--- src/rtl/theia_tmem_pkg.sv ---
// Shared TMEM crossbar definitions.
// Holds the bank scheduler state encoding and width helpers.
package theia_tmem_pkg;

    typedef enum logic [1:0] {
        IDLE = 2'd0,
        RD   = 2'd1,
        CAP  = 2'd2
    } tmem_state_e;

    // Index width for n items, never below one bit.
    function automatic int clog2(input int n);
        int r;
        r = 0;
        for (int i = 0; i < 31; i++) begin
            if ((1 << i) < n) begin
                r = i + 1;
            end
        end
        return (r < 1) ? 1 : r;
    endfunction

endpackage

--- src/rtl/rr_priority_pick.sv ---
// Combinational round-robin winner search.
// Search starts one past ptr and wraps upward.
module rr_priority_pick #(
    parameter int NUM_REQ = 16,
    parameter int SEL_W   = 4
) (
    input  logic [NUM_REQ-1:0] req,
    input  logic [SEL_W-1:0]   ptr,
    output logic [NUM_REQ-1:0] onehot,
    output logic [SEL_W-1:0]   idx,
    output logic               valid
);

    // First requester found after ptr wins.
    always_comb begin
        logic [SEL_W-1:0] k;
        onehot = '0;
        idx    = '0;
        valid  = 1'b0;
        k      = '0;
        for (int i = 1; i <= NUM_REQ; i++) begin
            k = SEL_W'((int'(ptr) + i) % NUM_REQ);
            if (!valid && req[k]) begin
                valid     = 1'b1;
                idx       = k;
                onehot[k] = 1'b1;
            end
        end
    end

endmodule

--- src/rtl/tmem_bank_scheduler.sv ---
// Per-bank TMEM read scheduler.
// Round-robin grant, one read per three cycles, host hold.
module tmem_bank_scheduler
    import theia_tmem_pkg::*;
#(
    parameter int NUM_REQ = 16,
    parameter int ADDR_W  = 32,
    parameter int DATA_W  = 32,
    parameter int SEL_W   = clog2(NUM_REQ)
) (
    input  logic                      CLK_I,
    input  logic                      RST_I,
    input  logic [NUM_REQ-1:0]        REQ_I,
    input  logic [NUM_REQ*ADDR_W-1:0] ADR_I,
    input  logic                      HOLD_I,
    input  logic [DATA_W-1:0]         RAM_DAT_I,
    output logic                      RAM_RD_O,
    output logic [ADDR_W-1:0]         RAM_ADR_O,
    output logic [NUM_REQ-1:0]        GNT_O,
    output logic [SEL_W-1:0]          SEL_O,
    output logic [NUM_REQ-1:0]        ACK_O,
    output logic [DATA_W-1:0]         DAT_O,
    output logic                      BUSY_O
);

    tmem_state_e        state;
    logic [SEL_W-1:0]   ptr;
    logic [NUM_REQ-1:0] eligible;
    logic [NUM_REQ-1:0] win_oh;
    logic [SEL_W-1:0]   win_idx;
    logic               win_valid;
    logic [ADDR_W-1:0]  adr_arr [NUM_REQ];

    // The core being acked still holds its request; hide it.
    assign eligible = REQ_I & ~ACK_O;

    rr_priority_pick #(
        .NUM_REQ (NUM_REQ),
        .SEL_W   (SEL_W)
    ) u_pick (
        .req    (eligible),
        .ptr    (ptr),
        .onehot (win_oh),
        .idx    (win_idx),
        .valid  (win_valid)
    );

    for (genvar g = 0; g < NUM_REQ; g++) begin : g_adr
        assign adr_arr[g] = ADR_I[g*ADDR_W +: ADDR_W];
    end

    assign BUSY_O    = (state != IDLE);
    assign RAM_RD_O  = (state == RD);
    assign RAM_ADR_O = RAM_RD_O ? adr_arr[SEL_O] : '0;

    // Grant FSM with registered grant, ack and read data.
    always_ff @(posedge CLK_I or negedge RST_I) begin
        if (!RST_I) begin
            state <= IDLE;
            GNT_O <= '0;
            ACK_O <= '0;
            DAT_O <= '0;
            SEL_O <= '0;
            ptr   <= SEL_W'(NUM_REQ - 1);
        end else begin
            ACK_O <= '0;
            unique case (state)
                IDLE: begin
                    if (!HOLD_I && win_valid) begin
                        SEL_O <= win_idx;
                        GNT_O <= win_oh;
                        ptr   <= win_idx;
                        state <= RD;
                    end
                end
                RD: begin
                    state <= CAP;
                end
                CAP: begin
                    DAT_O <= RAM_DAT_I;
                    ACK_O <= GNT_O;
                    GNT_O <= '0;
                    state <= IDLE;
                end
                default: begin
                    state <= IDLE;
                end
            endcase
        end
    end

endmodule
--- config.mk ---
export PLATFORM = sky130hd
export DESIGN_NAME = tmem_bank_scheduler
export DESIGN_NICKNAME = d
export VERILOG_FILES = /design/src/rtl/theia_tmem_pkg.sv /design/src/rtl/rr_priority_pick.sv /design/src/rtl/tmem_bank_scheduler.sv
export SDC_FILE = /design/constraint.sdc
export NUM_CORES = 1
export LEC_CHECK = 0
export CAP_MARGIN = 10
export CORE_AREA = 2 2 255 257
export DETAILED_ROUTE_END_ITERATION = 8
export DIE_AREA = 0 0 257 259
export PLACE_DENSITY = 0.55
export SKIP_LAST_GASP = 1
export SYNTH_ARGS = -nofsm -noshare
export SYNTH_HDL_FRONTEND = slang
export SYNTH_SLANG_ARGS = --single-unit
export TNS_END_PERCENT = 1
--- constraint.sdc ---
create_clock -name CLK_I -period 6.4 [get_ports CLK_I]
set_clock_uncertainty 0.2 [all_clocks]
set_input_delay 1.6 -clock CLK_I [delete_from_list [all_inputs] [get_ports CLK_I]]
set_output_delay 1.6 -clock CLK_I [all_outputs]
set_load 0.05 [all_outputs]
==> results by group <==
Global routing
  • GRT overflow: 0
  • First-pass GRT wire length: 137000 um
  • Largest net degree at the start of global routing: 75
  • Vias in the first global route: 15728
  • Initial antenna violation count: 40
  • GRT Total Usage: between 20% and 30%

Synthesis
  • Syn_area_per_cell: between 9 and 10 um^2
  • Adder-cell area share of the yosys netlist: approximately 1.8%
  • Synth area leaders: mux4_2 (36%), dfrtp_1 (15%), nand2_1 (5.9%)
  • Synth area leader: mux4_2
  • Top_reg_cell synth: dfrtp_1
  • Largest family of logic cells by synthesized area: multiplexers
  • Cells after synthesis: roughly 1200
  • Synth Warn #: 0
  • Share of the synthesized area in the top cell type: between 30% and 40%
  • Seq/Total Area, Yosys: between 10% and 20%
  • Synth Cell Area: 11800 um^2
  • Mux cell area share after synthesis: between 30 and 40%
  • Synth cell types: 87
  • Post-Synth XOR/XNOR Area: around 1.3%
  • Post-synthesis register bit count: 74
  • EDFF count, synth: 0
  • Most common cell in the synthesized netlist: mux4_2
  • Top post-synthesis cells by count: mux4_2 (189), nand2_1 (187), clkbuf_1 (81)
  • Syn nets: 1821
  • Compound-Gate Fraction of Synth Area: around 16%
  • Ys async rst share: 100%
  • Simple-gate area share of the yosys netlist: approximately a quarter

Clock tree
  • Post-CTS setup buffer count: 0
  • Root buf cell: clkbuf_16
  • TritonCTS buffer count: 9
  • Clock latency on the worst-skew pair: approximately 0.33 ns
  • CTS tree: yes
  • Hold_buf cts: 0
  • Post-CTS sizing: 0
  • Clock Pin Slew Worst Setup and Hold Paths: 0.06 ns
  • Max Root-Sink Buffers: 2
  • H-tree depth: 3
  • Clock sink count: 74

Timing
  • Post-route minimum period: approximately 6.2 ns
  • Hold Vio Cnt, Final: 0
  • Final setup TNS: 0 ns
  • RSZ-0062 raised after global routing: no
  • Max Clk Rate: between 150 and 200 MHz
  • Worst hold margin: 0.272 ns
  • Worst slew pin tran: approximately 1.2 ns
  • Final Slew Violations: 0
  • Final setup vio count: 0
  • Rel. slew slack: roughly 17%
  • Final worst-path cycle share: 96.6%

Die
  • Core box area: roughly 64000 um^2
  • Die Wd: around 260 um
  • Starting Density: 18.5%
  • Die Area: 66600 um^2
  • Num rows: a little over 90
  • Die height: between 200 and 300 um
  • Boundary Pins: approximately 670

Detailed routing
  • Drt wl/cell: ~36 um
  • Vias after detailed routing: about 16000
  • Detailed Routing Iterations Pass 1: 6
  • Total Wirelength: slightly above 100000 um
  • DRC: 0
  • Vias per inst: 5.54
  • DR iter-0 viols: about 1900
  • Final ANT Viol Nets: 0

Cells and area
  • Final net count: 2590
  • Area growth, synth to finish: 77.7%
  • Final core utilization: between 30% and 40%
  • Layout cells sized above 1: 23.4%

Critical path
  • Worst Setup SP: ADR_I[74]
  • Kind of critical path: input port to output port
  • R2r setup slk: 1.00 ns
  • Crit path required time: ~4.6 ns
  • R2R depth: 14
  • R2r startpoint: ptr[0]
  • Critical path peak fanout: 1
  • CP Capture Point: RAM_ADR_O[10]
  • Type of origin of the critical path: input port
  • RR Endpoint: GNT_O[9]
  • CP arrival: about 4.4 ns
  • Critical path capture point type: output port

Placed design
  • Routability-driven placement congestion ratio: between 1 and 1.5
  • Post-DP HPWL: roughly 87000 um
  • Port buffer count: 664

Hold path
  • Hold_sp: DAT_O[13]
  • Hold Crit Class: flop to flop

Pwr
  • Total chip power: about 12 mW
  • Worst vdd ir: 300 uV
  • Pwr Density: slightly below 600 nW/um^2
  • Leakage power: 7.73 nW

Run
  • Max Cap Violations: 0

Run status
  • Outcome: completed
how the worst min path moves through the flow:
stage,to,cells past startpoint,slack [ns]
2_1_floorplan,state[1],1,0.27
3_3_place_gp,DAT_O[4],2,0.26
3_5_place_dp,DAT_O[13],2,0.26
4_1_cts,DAT_O[13],2,0.28
5_1_grt,DAT_O[29],2,0.30
6_report,DAT_O[13],2,0.27
cells in the final DEF, fill, tap and decap left out, drive strengths merged, types with 23 or more instances in the layout:
cell	instances
buf	225
clkdlybuf4s50	646
nor3	41
a21oi	43
nand2	187
and2	55
nand3	26
nor4	26
dfrtp	70
nor2	79
nand4	23
mux4	189
o21ai	30
critical path, cell delays in order:
cell and delay, ns:
clkdlybuf4s50_1 0.64, mux4_2 0.57, mux4_2 0.55, and2_1 0.27, clkdlybuf4s50_1 0.74
power breakdown:
| part | switching (mW) | internal, mW | total, mW |
|---|---|---|---|
| Combinational | 6.45 | 4.28 | 10.7 |
| Sequential | 0.467 | 0.643 | 1.11 |
| Clock | 0.197 | 0.312 | 0.509 |
| Total | 7.11 | 5.24 | 12.3 |
cell families (layout without fill, tap and decap cells):
kind of cell | after synthesis | in the layout
mux | 203 | 203
compound gates | 264 | 264
xor+xnor | 16 | 16
buf+inv | 125 | 899
simple gates | 542 | 542
other cells | 0 | 12
flops | 74 | 74
fa+ha+maj | 17 | 17
stage by stage:
step	setup WS, ns	cells	cell area [um^2]
final	0.218	2882	21000
after global routing	0.307	2879	21000
after CTS	0.305	2870	21000
after detailed placement	0.253	2854	20700
after global placement	0.216	2854	20700
after floorplan	1.52	1241	11800
sequential cells by signal, summed over array words and instances, names as in the netlist:
signal,cells
GNT_O,16
SEL_O,4
DAT_O,32
ptr,4
ACK_O,16
state,2
layer usage:
layer | vias up | track usage (%) | part of all wire (%)
met1 | 8032 | 35.8 | 38
met4 | 28 | 8.67 | 3.7
li1 | 6540 | - | -
met5 | - | 0 | 0.17
met3 | 176 | 9.24 | 11
met2 | 1176 | 50.3 | 48
area by class of cell:
cell class | instances | area (um^2)
clock buffers | 10 | 239
flip-flops and latches | 74 | 1870
multi-input cells | 1042 | 9500
diodes | 12 | 30.0
fillers | 6576 | 42900
clock inverters | 6 | 66.3
inverters | 12 | 45.0
well taps | 855 | 1070
repair buffers | 871 | 8190
No activity file was read; power rests on OpenSTA's default activity.
